$ cat src/rtl/store_buffer_if.sv
// Pipeline/memory-side signal bundle of the store buffer. The slave modport is the
// buffer itself; the master modport is the surrounding MEM stage plus data memory.
interface store_buffer_if #(
    parameter int N = 64
);
    logic         st_valid;
    logic [1:0]   st_size;
    logic [N-1:0] st_addr;
    logic [N-1:0] st_data;
    logic         st_ready;
    logic         ld_valid;
    logic [N-1:0] ld_addr;
    logic         ld_dword;
    logic [N-1:0] ld_data;
    logic         ld_stall;
    logic         flush;
    logic         empty;
    logic [1:0]   mem_memwrite;
    logic         mem_dword;
    logic [N-1:0] mem_dataadr;
    logic [N-1:0] mem_writedata;
    logic [N-1:0] mem_readdata;

    modport slave (
        input  st_valid, st_size, st_addr, st_data, ld_valid, ld_addr, ld_dword, flush,
               mem_readdata,
        output st_ready, ld_data, ld_stall, empty, mem_memwrite, mem_dword, mem_dataadr,
               mem_writedata
    );

    modport master (
        output st_valid, st_size, st_addr, st_data, ld_valid, ld_addr, ld_dword, flush,
               mem_readdata,
        input  st_ready, ld_data, ld_stall, empty, mem_memwrite, mem_dword, mem_dataadr,
               mem_writedata
    );
endinterface

$ cat src/rtl/store_buffer.sv
// FIFO store buffer sharing the data-memory port with loads (loads win unless they hit a queued dword).
// Optional STB_PERF_EN adds saturating perf_stall / perf_full counters.
module store_buffer #(
    parameter int N     = 64,
    parameter int DEPTH = 4
) (
    input  logic          clk,
    input  logic          reset_n,
    store_buffer_if.slave bus
`ifdef STB_PERF_EN
    ,
    output logic [31:0]   perf_stall,
    output logic [31:0]   perf_full
`endif
);
    localparam int PW = (DEPTH > 1) ? $clog2(DEPTH) : 1;
    localparam int CW = $clog2(DEPTH + 1);

    typedef enum logic [1:0] {PORT_IDLE, PORT_LOAD, PORT_DRAIN} port_e;

    typedef struct packed {
        logic [1:0]   size;
        logic [N-1:0] addr;
        logic [N-1:0] data;
    } entry_t;

    entry_t           entries_q [DEPTH];
    logic [DEPTH-1:0] valid_q, valid_d;
    logic [PW-1:0]    head_q, head_d, tail_q, tail_d;
    logic [CW-1:0]    count_q, count_d;
    logic             hazard, push, pop;
    port_e            port_sel;

    always_comb begin
        hazard = 1'b0;
        for (int i = 0; i < DEPTH; i++) begin
            if (valid_q[i] && entries_q[i].addr[N-1:3] == bus.ld_addr[N-1:3]) begin
                hazard = 1'b1;
            end
        end
        hazard = hazard && bus.ld_valid;
    end

    // The port is held idle during reset so a stale queue cannot write memory at the reset edge.
    always_comb begin
        port_sel = PORT_IDLE;
        if (!reset_n) begin
            port_sel = PORT_IDLE;
        end else if (bus.ld_valid && !hazard) begin
            port_sel = PORT_LOAD;
        end else if (count_q != '0) begin
            port_sel = PORT_DRAIN;
        end
    end

    // NOTE: every output gets a default before the case so no path leaves it unassigned (no latch).
    always_comb begin
        bus.mem_memwrite  = 2'd0;
        bus.mem_dword     = 1'b0;
        bus.mem_dataadr   = '0;
        bus.mem_writedata = '0;
        bus.ld_data       = '0;
        bus.ld_stall      = 1'b0;
        case (port_sel)
            PORT_LOAD: begin
                bus.mem_dataadr = bus.ld_addr;
                bus.mem_dword   = bus.ld_dword;
                bus.ld_data     = bus.mem_readdata;
            end
            PORT_DRAIN: begin
                bus.mem_dataadr   = entries_q[head_q].addr;
                bus.mem_memwrite  = entries_q[head_q].size;
                bus.mem_writedata = entries_q[head_q].data;
                bus.ld_stall      = bus.ld_valid;
            end
            default: ;
        endcase
    end

    assign bus.st_ready = !reset_n || ((count_q < CW'(DEPTH)) && !bus.flush);
    assign bus.empty    = !reset_n || (count_q == '0);

    // Size 0 completes the handshake but never occupies an entry.
    assign push = reset_n && bus.st_valid && bus.st_ready && (bus.st_size != 2'd0);
    assign pop  = (port_sel == PORT_DRAIN);

    always_comb begin
        head_d  = pop  ? PW'(head_q + 1'b1) : head_q;
        tail_d  = push ? PW'(tail_q + 1'b1) : tail_q;
        count_d = count_q + CW'(push) - CW'(pop);
        valid_d = valid_q;
        if (pop) begin
            valid_d[head_q] = 1'b0;
        end
        if (push) begin
            valid_d[tail_q] = 1'b1;
        end
    end

    // NOTE: sequential state uses non-blocking assignments so every register samples pre-edge values.
    always_ff @(posedge clk) begin
        if (!reset_n) begin
            head_q  <= '0;
            tail_q  <= '0;
            count_q <= '0;
            valid_q <= '0;
        end else begin
            head_q  <= head_d;
            tail_q  <= tail_d;
            count_q <= count_d;
            valid_q <= valid_d;
        end
    end

    // NOTE: entry storage is not reset; valid_q alone decides whether an entry's contents matter.
    always_ff @(posedge clk) begin
        if (push) begin
            entries_q[tail_q] <= {bus.st_size, bus.st_addr, bus.st_data};
        end
    end

`ifdef STB_PERF_EN
    logic [31:0] perf_stall_q, perf_full_q;

    always_ff @(posedge clk) begin
        if (!reset_n) begin
            perf_stall_q <= '0;
            perf_full_q  <= '0;
        end else begin
            if (bus.ld_stall && perf_stall_q != 32'hFFFF_FFFF) begin
                perf_stall_q <= perf_stall_q + 32'd1;
            end
            if (bus.st_valid && !bus.st_ready && perf_full_q != 32'hFFFF_FFFF) begin
                perf_full_q <= perf_full_q + 32'd1;
            end
        end
    end

    assign perf_stall = perf_stall_q;
    assign perf_full  = perf_full_q;
`endif
endmodule

$ cat src/flat_wrapper.sv
// flat-port wrapper written by rule: the top's interface ports become plain ports
module store_buffer_flat 
#(
    parameter int N     = 64,
    parameter int DEPTH = 4
)
  (clk, reset_n, bus_st_valid, bus_st_size, bus_st_addr, bus_st_data, bus_ld_valid, bus_ld_addr, bus_ld_dword, bus_flush, bus_mem_readdata, bus_st_ready, bus_ld_data, bus_ld_stall, bus_empty, bus_mem_memwrite, bus_mem_dword, bus_mem_dataadr, bus_mem_writedata);
  store_buffer_if #(.N(N)) bus_i ();
  input  logic clk;
  input  logic reset_n;
  input wire logic [$bits(bus_i.st_valid)-1:0] bus_st_valid;
  input wire logic [$bits(bus_i.st_size)-1:0] bus_st_size;
  input wire logic [$bits(bus_i.st_addr)-1:0] bus_st_addr;
  input wire logic [$bits(bus_i.st_data)-1:0] bus_st_data;
  input wire logic [$bits(bus_i.ld_valid)-1:0] bus_ld_valid;
  input wire logic [$bits(bus_i.ld_addr)-1:0] bus_ld_addr;
  input wire logic [$bits(bus_i.ld_dword)-1:0] bus_ld_dword;
  input wire logic [$bits(bus_i.flush)-1:0] bus_flush;
  input wire logic [$bits(bus_i.mem_readdata)-1:0] bus_mem_readdata;
  output wire logic [$bits(bus_i.st_ready)-1:0] bus_st_ready;
  output wire logic [$bits(bus_i.ld_data)-1:0] bus_ld_data;
  output wire logic [$bits(bus_i.ld_stall)-1:0] bus_ld_stall;
  output wire logic [$bits(bus_i.empty)-1:0] bus_empty;
  output wire logic [$bits(bus_i.mem_memwrite)-1:0] bus_mem_memwrite;
  output wire logic [$bits(bus_i.mem_dword)-1:0] bus_mem_dword;
  output wire logic [$bits(bus_i.mem_dataadr)-1:0] bus_mem_dataadr;
  output wire logic [$bits(bus_i.mem_writedata)-1:0] bus_mem_writedata;
  assign bus_i.st_valid = bus_st_valid;
  assign bus_i.st_size = bus_st_size;
  assign bus_i.st_addr = bus_st_addr;
  assign bus_i.st_data = bus_st_data;
  assign bus_i.ld_valid = bus_ld_valid;
  assign bus_i.ld_addr = bus_ld_addr;
  assign bus_i.ld_dword = bus_ld_dword;
  assign bus_i.flush = bus_flush;
  assign bus_i.mem_readdata = bus_mem_readdata;
  assign bus_st_ready = bus_i.st_ready;
  assign bus_ld_data = bus_i.ld_data;
  assign bus_ld_stall = bus_i.ld_stall;
  assign bus_empty = bus_i.empty;
  assign bus_mem_memwrite = bus_i.mem_memwrite;
  assign bus_mem_dword = bus_i.mem_dword;
  assign bus_mem_dataadr = bus_i.mem_dataadr;
  assign bus_mem_writedata = bus_i.mem_writedata;
  store_buffer #(.N(N), .DEPTH(DEPTH)) u_core (.clk(clk), .reset_n(reset_n), .bus(bus_i));
endmodule
$ cat config.mk
export PLATFORM = sky130hd
export DESIGN_NAME = store_buffer_flat
export DESIGN_NICKNAME = d
export VERILOG_FILES = /design/src/rtl/store_buffer_if.sv /design/src/rtl/store_buffer.sv /design/src/flat_wrapper.sv
export SDC_FILE = /design/constraint.sdc
export NUM_CORES = 1
export LEC_CHECK = 0
export ABC_AREA = 1
export BUFFER_PORTS_ARGS = -buffer_cell sky130_fd_sc_hd__buf_4
export CELL_PAD_IN_SITES_DETAIL_PLACEMENT = 1
export CELL_PAD_IN_SITES_GLOBAL_PLACEMENT = 1
export CORE_ASPECT_RATIO = 2
export CORE_MARGIN = 3
export CORE_UTILIZATION = 43
export CTS_CLUSTER_DIAMETER = 200
export DETAILED_ROUTE_END_ITERATION = 8
export GPL_ROUTABILITY_DRIVEN = 0
export GPL_TIMING_DRIVEN = 0
export PLACE_DENSITY_LB_ADDON = 0.05
export SYNTH_ARGS = -nofsm -noshare
export SYNTH_HDL_FRONTEND = slang
export SYNTH_SLANG_ARGS = --single-unit
$ cat constraint.sdc
create_clock -name clk -period 5.86 [get_ports clk]
set_input_delay 1.172 -clock clk [delete_from_list [all_inputs] [get_ports clk]]
set_output_delay 1.172 -clock clk [all_outputs]
set_load 0.005 [all_outputs]
# --- Word level (Yosys, flattened, before mapping) ---
# Memory sizes are Yosys's and may differ from the RTL's. A register that Yosys moved wholly into a read port is not among the register bits.
# Cells that the tools add are included.
# Widths: inputs -> output; s select.
op_classes:
  muxes: 23
  addsub: 4
  eq_ne: 6
  n_bitwise: 3
  reduce_logical: 20
  n_lt_le_gt_ge: 5
op_table:
  columns: ["operator", "n"]
  rows:
  - ["$eq 61x61->1", 4]
  - ["$mux 64", 2]
  - ["$pmux 64 s2", 1]
  - ["$logic_and 1x1->1", 12]
  - ["$mux 2", 6]
  - ["$mux 1", 10]
  - ["$mux 4", 2]
  - ["$lt 2x3->1 const B", 2]
  - ["$add 2x1->2 const B", 2]
  - ["$and 4x4->4", 1]
  - ["$demux 1 s2", 2]
  - ["$ge 2x1->1 const B", 2]
  - ["$not 4->4", 1]
  - ["$or 4x4->4", 1]
  - ["$add 3x1->3", 1]
  - ["$logic_not 1->1", 3]
  - ["$logic_not 3->1", 1]
  - ["$lt 3x3->1 const B", 1]
  - ["$reduce_bool 3->1", 1]
  - ["$sub 3x1->3", 1]
  - ["$eq 2x1->1 const B", 1]
  - ["$eq 2x2->1 const B", 1]
  - ["$logic_or 1x1->1", 2]
  - ["$reduce_bool 2->1", 1]
word_totals:
  mem_bits_rw: 520
  input_bits: 264
  wordCells: 66
  reg_bits: 11
  output_inout_bits: 198
  memories: 1
memory_table:
  columns: ["name", "depth", "width", "rd", "rd_clocked_by_memory_dff", "write_ports", "line", "source"]
  rows:
  - ["u_core.entries_q", 4, 130, 5, 1, 1, "store_buffer.sv:27", "entry_t entries_q [DEPTH];"]

# --- Logic depth before layout (Yosys ltp) ---
depth:
  ltp_word: 15
  ltp_mapped: 22
  depth_no_buf: 20

# --- Least setup slack after synthesis ---
# OpenSTA, ideal clock, no wires.
synth_timing:
  path_type: "input to register"
  from: "input reset_n"
  to: "memory u_core.entries_q[0][0] (netlist name) (enable)"
  required_ns: 5.377
  stages: 6
  path_buffers: 1
  arrival_ns: 4.427
  slack_ns: 0.949
  setup_time_ns: 0.483
  cell_sequence: "clkbuf_1 o211a_1 nand2_1 inv_1 nand2_1 inv_1"
synth_between:
  elab_chain_cells: 6
  elab_cells_between_ends: 7
  cone_classes: "mux (2); reduce/logical (5)"
synth_rtl:
  columns: ["item", "line", "source"]
  rows:
  - ["start: declaration", "flat_wrapper.sv:10", "input logic reset_n;"]
  - ["$logic_not 1->1", null, null]
  - ["$logic_or 1x1->1", "store_buffer.sv:80", "assign bus.st_ready = !reset_n || ((count_q < CW'(DEPTH)) && !bus.flush);"]
  - ["$logic_and 1x1->1 * (2 in a row)", "store_buffer.sv:84", "assign push = reset_n && bus.st_valid && bus.st_ready && (bus.st_size != 2'd0);"]
  - ["via u_core.push", "store_buffer.sv:31", "logic hazard, push, pop;"]
  - ["$mux 1 *", "store_buffer.sv:117", "if (push) begin"]
  - ["$mux 1 (implied by the code) *", "store_buffer.sv:118", "entries_q[tail_q] <= {bus.st_size, bus.st_addr, bus.st_data};"]
  - ["end: declaration", "store_buffer.sv:27", null]
# Mark *: on every way through the listed nets, which the timed path passes. The rest lies on a longest branch.

# --- Worst setup path in the final report ---
layout_timing:
  from: "input bus_ld_addr[29]"
  to: "output bus_mem_dataadr[50]"
layout_between:
  elab_chain_cells: 13
  elab_cells_between_ends: 20
  cone_classes: "eq/ne (6); mux (7); reduce/logical (7)"
layout_rtl:
  columns: ["item", "line", "source"]
  rows:
  - ["start: declaration", "flat_wrapper.sv:16", "input wire logic [$bits(bus_i.ld_addr)-1:0] bus_ld_addr;"]
  - ["$eq 61x61->1", "store_buffer.sv:37", "if (valid_q[i] && entries_q[i].addr[N-1:3] == bus.ld_addr[N-1:3]) begin"]
  - ["$logic_and 1x1->1", "store_buffer.sv:37", null]
  - ["$mux 1 (3 in a row)", "store_buffer.sv:37", null]
  - ["$mux 1 *", "store_buffer.sv:37", null]
  - ["$logic_and 1x1->1 *", "store_buffer.sv:41", "hazard = hazard && bus.ld_valid;"]
  - ["$logic_not 1->1 *", "store_buffer.sv:49", "end else if (bus.ld_valid && !hazard) begin"]
  - ["$logic_and 1x1->1 *", "store_buffer.sv:49", null]
  - ["$mux 2 *", "store_buffer.sv:49", null]
  - ["$mux 2 *", "store_buffer.sv:47", "if (!reset_n) begin"]
  - ["$eq 2x2->1 or $eq 2x1->1 (tied branches)", "store_buffer.sv:64", "case (port_sel)"]
  - ["$pmux 64 s2 *", "store_buffer.sv:64", null]
  - ["end: declaration", "flat_wrapper.sv:26", "output wire logic [$bits(bus_i.mem_dataadr)-1:0] bus_mem_dataadr;"]
# Every way passes the cells marked *; elsewhere a longest branch is shown, timed or not.

==> flow_summary.json <==
{
  "rsz0062_at_grt": "no",
  "die_x_um": 177,
  "post_cts_buffers": 0,
  "timing.rr.start": "u_core.entries_q[1][114]",
  "grt_pass1_vias": 24100,
  "grt_pass1_wl_um": 163000,
  "syn2layout_area_growth_pct": 24.2,
  "antenna_found_initial": 17,
  "cp-start-kind": "input pin",
  "rows": 125,
  "min_to": "u_core.valid_q[3]",
  "p_total_mw": 10.1,
  "async_flop_share": 0,
  "drt-pass1-iter-count": 5,
  "p_seq_frac": 0.427,
  "syn_nets": 2889,
  "ys_seq_elements": 533,
  "rr_worst_depth": 19,
  "overflow": 0,
  "avgSynthCellArea_um2": 9.65,
  "required_ns": 4.69,
  "pin_count": 462,
  "routed_wl_um": 118000,
  "port_buffers": 461,
  "drive_above_1_share": 0.196,
  "max-slew-margin-rel": 0.0752,
  "syn-cell-area_um2": 25200,
  "setup_ws_ns": 0.0124,
  "fin_crit_sh": 0.998,
  "core_region_area_um2": 58000,
  "detail_route.wl_per_cell_um": 30.0,
  "r2r-end": "u_core.count_q[1]",
  "vias": 22800,
  "tightestPinTransition_ns": 1.39,
  "ir_worst_vdd_mv": 0.299,
  "crit_arrival_ns": 4.68,
  "crit_type": "input pin to output port",
  "slew_violations": 0,
  "cts_tree": "yes",
  "ys.flop_type": "edfxtp_1",
  "pwr-share-clk": 0.313,
  "synthCells": 2614,
  "p_sw_mw": 3.40,
  "finalHoldViolations": 0,
  "drcViolationCount": 0,
  "die_y_um": 349,
  "place_hpwl_um": 88000,
  "p_comb_frac": 0.260,
  "ys_seq_area_frac": 0.629,
  "floorplan.initialDensity": 0.435,
  "layout.nets": 3403,
  "synthTopCellsByCount": "nand2_1 (741), edfxtp_1 (520), inv_1 (235)",
  "stdcell_area_um2": 31300,
  "cap_violations": 0,
  "worstPathMaxFanout": 10,
  "synthDistinctLibCells": 34,
  "dp_slack_ns": -0.519,
  "grt_max_degree": 85,
  "yosysTopAreaCellShare": 0.619,
  "clock-root-buffer": "clkbuf_16",
  "hold_buffers": 0,
  "fp.dieArea_um2": 61800,
  "whs_path_depth": 2,
  "final.setup.tns_ns": 0,
  "worstHoldStart": "u_core.valid_q[3]",
  "final.min_clock_period_ns": 5.85,
  "clock.fmax_ghz": 0.171,
  "leakagePower_nw": 12.8,
  "placed_cell_area_um2": 29800,
  "clock_skew_ns": 0.0179,
  "clk_pin_slew_ns": 0.07,
  "setup-violations-final": 0,
  "drt_iter0_drc": 1984,
  "synth_top_area_cell": "edfxtp_1",
  "r2r_slack_ns": 1.44,
  "yosysWarnings": 0,
  "intPower_mw": 6.70,
  "viasPerCell": 5.80,
  "ant_nets": 0,
  "hp-class": "flop to flop",
  "netSwitchingFraction": 0.337,
  "status": "finished, final reports clean",
  "clock-sinks": 533,
  "h-tree-depth": 2,
  "insertion_delay_ns": 0.61,
  "track_usage": 0.373,
  "numCtsBuffers": 47,
  "crit_path_end_kind": "output port",
  "yosys.cell_count.top_type": "nand2_1",
  "synth_edf_count": 520,
  "synthTopCellsByArea": "edfxtp_1 (62%), nand2_1 (11%), a21oi_1 (4.3%), o21ai_0 (4.1%), inv_1 (3.5%)",
  "cts_buffer_depth": 3,
  "powerDensity_nw_per_um2": 322
}
state kept, by name, indices dropped and copies added, names as in the netlist, named ones only:
register	count
u_core.tail_q	2
u_core.head_q	2
u_core.entries_q	520
u_core.valid_q	4
u_core.count_q	3
final cells by class:
| type | count | area (um^2) |
|---|---|---|
| fillers | 6622 | 26700 |
| clock buffers | 54 | 1200 |
| repair buffers | 465 | 3570 |
| inverters | 275 | 1060 |
| clock inverters | 28 | 297 |
| well taps | 762 | 953 |
| flip-flops and latches | 533 | 15900 |
| plain buffers | 114 | 510 |
| multi-input cells | 1692 | 7830 |
| diodes | 9 | 22.5 |
worst max-delay path by stage:
stage,from,end,slack (ns),cells after the start
5_1_grt,bus_ld_addr[4],bus_mem_dataadr[50],0.04,19
3_5_place_dp,bus_ld_addr[40],bus_mem_dataadr[50],-0.52,14
4_1_cts,bus_ld_addr[40],bus_mem_dataadr[50],0.13,17
6_report,bus_ld_addr[29],bus_mem_dataadr[50],0.01,13
3_3_place_gp,reset_n,u_core.entries_q[1][90],-2.14,7
2_1_floorplan,reset_n,u_core.entries_q[0][0],0.95,6
what timing repair did:
item	4_1_cts	5_1_grt
endpoints found under the setup margin	28	1
endpoints found under the hold margin	0	0
resized for setup	6	1
cloned	0	0
critical path, stage by stage:
cell,delay (ns)
buf_4,0.14
o21ai_0,1.05
nor2_1,0.11
nand2_1,0.13
nor2_1,0.05
nand2_1,0.14
nor2_4,0.10
a21oi_2,0.23
nand3_2,0.12
buf_4,0.23
clkbuf_2,0.41
o21ai_1,0.55
buf_4,0.20
per-layer routing:
metal | wire, um | up-vias | global-route usage | share of wire
met2 | 58100 | 1393 | 0.640 | 0.49
met4 | 12400 | 12 | 0.318 | 0.11
li1 | - | 9882 | - | -
met3 | 11100 | 461 | 0.0979 | 0.094
met1 | 36300 | 11100 | 0.368 | 0.31
met5 | 80 | - | 0.00163 | 0.00068
cells by family after synthesis:
| logic type | after synthesis | synth area share |
|---|---|---|
| and+or+nand+nor | 1067 | 0.166 |
| AOI/OAI and AO/OA | 573 | 0.124 |
| DFF | 533 | 0.629 |
| buffers and inverters | 389 | 0.0607 |
| xor gates and xnor gates | 41 | 0.0142 |
| adders and majority gates | 11 | 0.00575 |
through the flow:
stage	utilization	std cells	hold slack [ns]
floorplan	-	2614	0.436
detailed placement	0.513	3841	0.509
finish	0.540	3932	0.532
global placement	0.511	3837	0.495
CTS	0.539	3923	0.521
global route	0.539	3926	0.541
layout by cell type (no fill, tap or decap), drive strengths merged:
| master | count |
|---|---|
| a211oi | 66 |
| a21oi | 218 |
| buf | 491 |
| bufinv | 5 |
| clkbuf | 141 |
| clkdlybuf4s15 | 1 |
| clkinv | 17 |
| clkinvlp | 3 |
| dfxtp | 13 |
| diode | 9 |
| edfxtp | 520 |
| fa | 1 |
| ha | 10 |
| inv | 278 |
| nand2 | 743 |
| nand3 | 75 |
| nand4 | 12 |
| nor2 | 230 |
| o211a | 1 |
| o211ai | 21 |
| o21ai | 253 |
| o22ai | 13 |
| o31ai | 1 |
| or2 | 7 |
| xnor2 | 24 |
| xor2 | 17 |
power by group through the flow:
stage | clock (mW) | combinational [mW] | sequential, mW
5_1_grt | 3.29 | 2.75 | 4.32
6_report | 3.16 | 2.63 | 4.31
3_5_place_dp | 0 | 2.54 | 4.39
3_3_place_gp | 0 | 2.47 | 4.41
2_1_floorplan | 0 | 1.14 | 4.39
4_1_cts | 3.17 | 2.56 | 4.31
No activity file was read; power rests on OpenSTA's default activity.
